<file path="config.mk">
export PLATFORM = sky130hd
export DESIGN_NAME = dff_bank_arbiter
export DESIGN_NICKNAME = d
export VERILOG_FILES = /design/src/rtl/dff_bank_arb_pkg.sv /design/src/rtl/dff_bank_rr_pick.sv /design/src/rtl/dff_bank_arbiter.sv
export SDC_FILE = /design/constraint.sdc
export NUM_CORES = 1
export LEC_CHECK = 0
export CORE_MARGIN = 2
export CORE_UTILIZATION = 42
export CTS_BUF_LIST = sky130_fd_sc_hd__clkbuf_16
export DETAILED_ROUTE_END_ITERATION = 7
export PLACE_DENSITY_LB_ADDON = 0.1
export REMOVE_ABC_BUFFERS = 1
export SYNTH_ARGS = -nofsm -noshare
export SYNTH_HDL_FRONTEND = slang
export SYNTH_SLANG_ARGS = --single-unit
</file>
<file path="constraint.sdc">
create_clock -name c -period 6.74 [get_ports c]
set_clock_uncertainty 0.2 [all_clocks]
set_input_delay 1.011 -clock c [delete_from_list [all_inputs] [get_ports c]]
set_output_delay 1.011 -clock c [all_outputs]
set_load 0.01 [all_outputs]
</file>
<file path="src/rtl/dff_bank_arb_pkg.sv">
// Shared types, default sizes and the round-robin pointer helper for the
// DFF bank write-port arbiter.
package dff_bank_arb_pkg;

  typedef enum logic {
    IDLE  = 1'b0,
    BURST = 1'b1
  } arb_state_e;

  localparam int NREQ_DEF      = 4;
  localparam int AW_DEF        = 3;
  localparam int DW_DEF        = 8;
  localparam int MAX_BURST_DEF = 8;

  // Wide enough for any NREQ in 2..8
  localparam int PTR_W = 3;

  // Next priority pointer after index idx, wrapping at n requesters
  function automatic logic [PTR_W-1:0] ptr_inc(input logic [PTR_W-1:0] idx, input int n);
    logic [PTR_W-1:0] nxt;
    nxt = idx + 1'b1;
    if (int'(idx) + 1 >= n) nxt = '0;
    return nxt;
  endfunction

endpackage

</file>
<file path="src/rtl/dff_bank_rr_pick.sv">
// Combinational round-robin selector: first requester at or above ptr_i,
// wrapping modulo NREQ. gnt_o is one-hot (or zero when nothing requests).
module dff_bank_rr_pick
  import dff_bank_arb_pkg::*;
#(
  parameter int NREQ = NREQ_DEF
) (
  input  logic [NREQ-1:0]  req_i,
  input  logic [PTR_W-1:0] ptr_i,
  output logic [NREQ-1:0]  gnt_o,
  output logic [PTR_W-1:0] idx_o
);

  // Pick the requester with the smallest circular distance from ptr_i
  always_comb begin
    int   best_d;
    int   best_i;
    int   d;
    logic found;
    best_d = NREQ;
    best_i = 0;
    d      = 0;
    found  = 1'b0;
    gnt_o  = '0;
    for (int i = 0; i < NREQ; i++) begin
      if (req_i[i]) begin
        d = (i + NREQ - int'(ptr_i)) % NREQ;
        if (d < best_d) begin
          best_d = d;
          best_i = i;
          found  = 1'b1;
        end
      end
    end
    for (int i = 0; i < NREQ; i++) gnt_o[i] = found && (best_i == i);
    idx_o = PTR_W'(best_i);
  end

endmodule

</file>
<file path="src/rtl/dff_bank_arbiter.sv">
// Round-robin burst arbiter for the single write port of a DFF register bank.
// All outputs are registered. Optional burst-length limit with sticky error
// flag is enabled by defining DFF_ARB_TIMEOUT_EN.
module dff_bank_arbiter
  import dff_bank_arb_pkg::*;
#(
  parameter int NREQ      = NREQ_DEF,
  parameter int AW        = AW_DEF,
  parameter int DW        = DW_DEF,
  parameter int MAX_BURST = MAX_BURST_DEF
) (
  input  logic                     c,
  input  logic                     rst_b,
  input  logic [NREQ-1:0]          req,
  input  logic [NREQ-1:0]          req_last,
  input  logic [NREQ-1:0][AW-1:0]  req_addr,
  input  logic [NREQ-1:0][DW-1:0]  req_data,
  output logic [NREQ-1:0]          gnt,
  output logic                     wr_en,
  output logic [AW-1:0]            wr_addr,
  output logic [DW-1:0]            wr_data,
  output logic                     busy,
  output logic                     err_timeout
);

  arb_state_e       state_q;
  logic [NREQ-1:0]  gnt_q;
  logic             wr_en_q;
  logic [AW-1:0]    wr_addr_q;
  logic [DW-1:0]    wr_data_q;
  logic             busy_q;
  logic [PTR_W-1:0] ptr_q, ptr_d;

  logic [NREQ-1:0]  pick_gnt;
  logic [PTR_W-1:0] pick_idx;

  logic             own_req, own_last;
  logic [AW-1:0]    own_addr;
  logic [DW-1:0]    own_data;
  logic             beat, to_hit, rel;

  dff_bank_rr_pick #(.NREQ(NREQ)) u_pick (
    .req_i (req),
    .ptr_i (ptr_q),
    .gnt_o (pick_gnt),
    .idx_o (pick_idx)
  );

  assign ptr_d = ptr_inc(pick_idx, NREQ);

  // Select the owner's request lines using the one-hot grant as mux select
  always_comb begin
    own_req  = 1'b0;
    own_last = 1'b0;
    own_addr = '0;
    own_data = '0;
    for (int i = 0; i < NREQ; i++) begin
      if (gnt_q[i]) begin
        own_req  = own_req  | req[i];
        own_last = own_last | req_last[i];
        own_addr = own_addr | req_addr[i];
        own_data = own_data | req_data[i];
      end
    end
  end

  assign beat = (state_q == BURST) && own_req;
  assign rel  = beat && (own_last || to_hit);

`ifdef DFF_ARB_TIMEOUT_EN
  localparam int CW = $clog2(MAX_BURST + 1);
  logic [CW-1:0] cnt_q;
  logic          err_q;

  assign to_hit      = beat && !own_last && (cnt_q == CW'(MAX_BURST - 1));
  assign err_timeout = err_q;

  // Beat counter (cleared while idle, so fresh on BURST entry) and sticky error
  always_ff @(posedge c or negedge rst_b) begin
    if (!rst_b) begin
      cnt_q <= '0;
      err_q <= 1'b0;
    end else begin
      if (state_q == IDLE) cnt_q <= '0;
      else if (beat)       cnt_q <= cnt_q + 1'b1;
      if (to_hit) err_q <= 1'b1;
    end
  end
`else
  localparam int unused_max_burst = MAX_BURST;
  assign to_hit      = 1'b0;
  assign err_timeout = 1'b0;
`endif

  // Arbitration FSM with registered grant and bank write controls
  always_ff @(posedge c or negedge rst_b) begin
    if (!rst_b) begin
      state_q   <= IDLE;
      gnt_q     <= '0;
      wr_en_q   <= 1'b0;
      wr_addr_q <= '0;
      wr_data_q <= '0;
      busy_q    <= 1'b0;
      ptr_q     <= '0;
    end else begin
      case (state_q)
        IDLE: begin
          wr_en_q <= 1'b0;
          if (|req) begin
            state_q <= BURST;
            gnt_q   <= pick_gnt;
            busy_q  <= 1'b1;
            ptr_q   <= ptr_d;
          end
        end
        BURST: begin
          wr_en_q <= beat;
          if (beat) begin
            wr_addr_q <= own_addr;
            wr_data_q <= own_data;
          end
          if (rel) begin
            state_q <= IDLE;
            gnt_q   <= '0;
            busy_q  <= 1'b0;
          end
        end
        default: state_q <= IDLE;
      endcase
    end
  end

  assign gnt     = gnt_q;
  assign wr_en   = wr_en_q;
  assign wr_addr = wr_addr_q;
  assign wr_data = wr_data_q;
  assign busy    = busy_q;

endmodule

</file>
==> flow_summary.json <==
{
  "outcome": "completed",
  "cp_slowest_cell": "clkdlybuf4s50_1",
  "port_buffers": 70,
  "ios": 72,
  "grt_max_degree": 24,
  "die_h_um": 65.6,
  "cts_root_buf": "clkbuf_16",
  "finalCriticalPeriod_ns": 5.70,
  "r2r-start": "ptr_q[0]$_DFFE_PN0P_",
  "worstPathArrival_ns": 5.62,
  "core_area_um2": 3660,
  "crit_chain": "clkdlybuf4s50_1 > nand2_1 > ha_1 > and3b_1 > o21ai_0 > o31ai_1 > or2_2 > ha_1 > or4_1 > a21oi_1 > a31oi_1 > mux2_2 > ha_1 > a2111oi_2 > o221ai_2 > o311a_2 > inv_1 > ha_1 > nand2_1 > o21ai_0",
  "hold_buffers": 0,
  "min_to": "ptr_q[2]$_DFFE_PN0P_",
  "antenna_cells": 0,
  "place_area_um2": 2310,
  "gp_congestion": 0.901,
  "rsz0062_at_grt": "no",
  "cts_tree": "done",
  "r2r_end": "ptr_q[1]$_DFFE_PN0P_",
  "finalHoldViolCount": 0,
  "yosysUniqueCellTypes": 43,
  "fillers": 345,
  "wl_mm": 4.82,
  "worst_pin_slew_ns": 0.949,
  "worstHoldStart": "ptr_q[2]$_DFFE_PN0P_",
  "crit_required_ns": 6.66,
  "slew_headroom_pct": 36.6,
  "worst-setup-path-type": "input port to flip-flop",
  "finalInstanceArea_um2": 2390,
  "critical_path_buf_inv_count": 2,
  "cts_resized": 0,
  "timing.setup.tns_ns": 0,
  "die_area_um2": 4300,
  "timing.fmax_ghz": 0.175,
  "overflow": 0,
  "p_leak_nw": 0.969,
  "path_clk_slew_ns": 0.06,
  "cp-start-kind": "input port",
  "drv_cap": 0,
  "synthTopCellsByArea": "dfrtp_1, ha_1, a22oi_1",
  "synth.top_cell.area_share_pct": 33.0,
  "use_met2_pct": 40.3,
  "period_share_pct": 84.6,
  "clk-insertion-delay-late_ns": 0.25,
  "antenna_left": 0,
  "dr.pass1.iters": 4,
  "avgSynthCellArea_um2": 8.99,
  "multi_input_area_um2": 983,
  "synth_most_common_cell": "a22oi_1",
  "final_nets": 313,
  "synth_common_cells": "a22oi_1, dfrtp_1, nor2_1",
  "synth-edff-count": 0,
  "syn_area_um2": 1590,
  "synthCells": 177,
  "max_stage_delay_ns": 0.62,
  "slew_viol_final": 0,
  "routed_via_density": 5.69,
  "async_flop_share_pct": 100,
  "num_vias": 1655,
  "cpMostUsedCell": "ha_1",
  "die_w_um": 65.6,
  "min_path_cells": 1,
  "htree_levels": 1,
  "grt_pass1_vias": 1585,
  "setup_viol": 0,
  "ir_worst_vdd_mv": 0.215,
  "post-route-drc-count": 0,
  "end_kind": "flip-flop",
  "grt_usage_pct": 23.5,
  "yosysTopAreaCell": "dfrtp_1",
  "synthFlopType": "dfrtp_1",
  "drtIter0Drc": 64,
  "ys_seq_elements": 21,
  "dp_hpwl_mm": 3.75,
  "r2r_slack_ns": 1.30,
  "ys_warn_count": 0,
  "grt.busiest_layer": "met2",
  "cts_setup_buffers": 0,
  "clkSinkCount": 21,
  "antenna_found_initial": 0,
  "fp-row-count": 22,
  "wl_per_cell_um": 16.6,
  "syn_to_final_growth_pct": 50.2,
  "grt_first_pass_wirelength_mm": 7.78,
  "crit_fanout": 8,
  "r2r_cells": 22,
  "min_path_type": "flip-flop to flip-flop",
  "drive_above_1_share_pct": 4.94,
  "crit_family": "compound AO/OA/AOI/OAI gates",
  "met1_usage_pct": 30.6,
  "clockBufferDepth": 2,
  "use_met3_pct": 3.94,
  "power_density_nw_per_um2": 356,
  "regArea_um2": 526,
  "synth-seq-area-share_pct": 33.0,
  "cts_made_buffers": 3,
  "initial_core_util_pct": 43.5
}
## through the flow
step           setup WS (ns)  total power, mW  std cells  util [%]  hold slack (ns)
3_5_place_dp           0.800            0.728        287      63.1            0.299
5_1_grt                0.735            0.934        291      65.3            0.353
3_3_place_gp           0.923            0.725        287      63.1            0.303
6_report                1.04            0.850        291      65.3            0.315
4_1_cts                 1.06            0.857        291      65.3            0.318
2_1_floorplan           1.81            0.523        169         -            0.277
## worst max path at each step
stage,startpoint,endpoint,slack (ns),depth (start not counted)
global placement,req[0],ptr_q[1]$_DFFE_PN0P_,0.92,20
finish,req[0],ptr_q[1]$_DFFE_PN0P_,1.04,20
CTS,req[0],ptr_q[1]$_DFFE_PN0P_,1.06,20
floorplan,req[0],ptr_q[1]$_DFFE_PN0P_,1.81,19
global route,req[0],gnt[0]$_DFFE_PN0P_,0.73,20
detailed placement,req[0],ptr_q[1]$_DFFE_PN0P_,0.80,20
## kinds of logic (layout without fill, tap and decap cells)
group	Yosys count	in the layout	share of synthesized area [%]
other	1	1	0.236
DFF	21	21	33.0
adders and majority gates	15	15	11.8
muxes	2	2	1.41
and+or+nand+nor	47	47	15.6
AOI/OAI and AO/OA	72	72	32.8
buffers and inverters	19	85	5.19
## cell type report
cell class	count	area share, %
clock inverters	1	0.209
flip-flops and latches	21	22.0
clock buffers	3	3.14
multi-input cells	137	41.1
inverters	11	1.73
repair buffers	70	29.3
well taps	48	2.51
## layout by cell type (no fill, tap or decap), types with 2 or more instances in the layout
cell type / n
o21ai_0: 8
nand2_1: 11
inv_1: 11
or2_1: 2
a21oi_1: 7
nand4bb_1: 2
a22o_1: 2
ha_1: 15
clkdlybuf4s50_1: 70
dfrtp_1: 21
nand2b_1: 2
o31ai_1: 2
a2bb2oi_1: 4
clkbuf_16: 3
nor4_1: 2
a22oi_1: 24
and2_1: 2
a31oi_1: 12
mux2_2: 2
nor2_1: 17
o21a_1: 2
## where the power goes
group	switching [mW]	total, mW	internal, mW	leakage [nW]
combinational	0.235	0.479	0.244	0.677
sequential	0.0629	0.244	0.181	0.251
clock	0.0477	0.127	0.0797	0.0409
total	0.346	0.850	0.505	0.969
## worst register-to-register path: stages, from the launching register on
cell	delay [ns]
dfrtp_1	0.50
inv_1	0.13
ha_1	0.21
nand2b_1	0.19
o21ai_0	0.34
inv_1	0.08
ha_1	0.19
and4bb_1	0.34
a211oi_1	0.12
or2_2	0.30
ha_1	0.27
or4_1	0.50
a21oi_1	0.16
a31oi_1	0.10
mux2_2	0.32
ha_1	0.22
a2111oi_2	0.34
o221ai_2	0.17
o311a_2	0.21
inv_1	0.10
ha_1	0.22
nand2_1	0.05
o21ai_0	0.07
## routing by layer
metal  routed length, um  vias up
met1                2160      781
li1                    -      807
met4                  37        0
met3                 325        4
met2                2290       63
met5                   0        -
## registers in the layout, indices dropped and copies added, names as in the netlist
signal,count
wr_en,1
ptr_q,3
wr_addr,3
busy,1
gnt,4
state_q,1
wr_data,8
No activity file was read; power rests on OpenSTA's default activity.
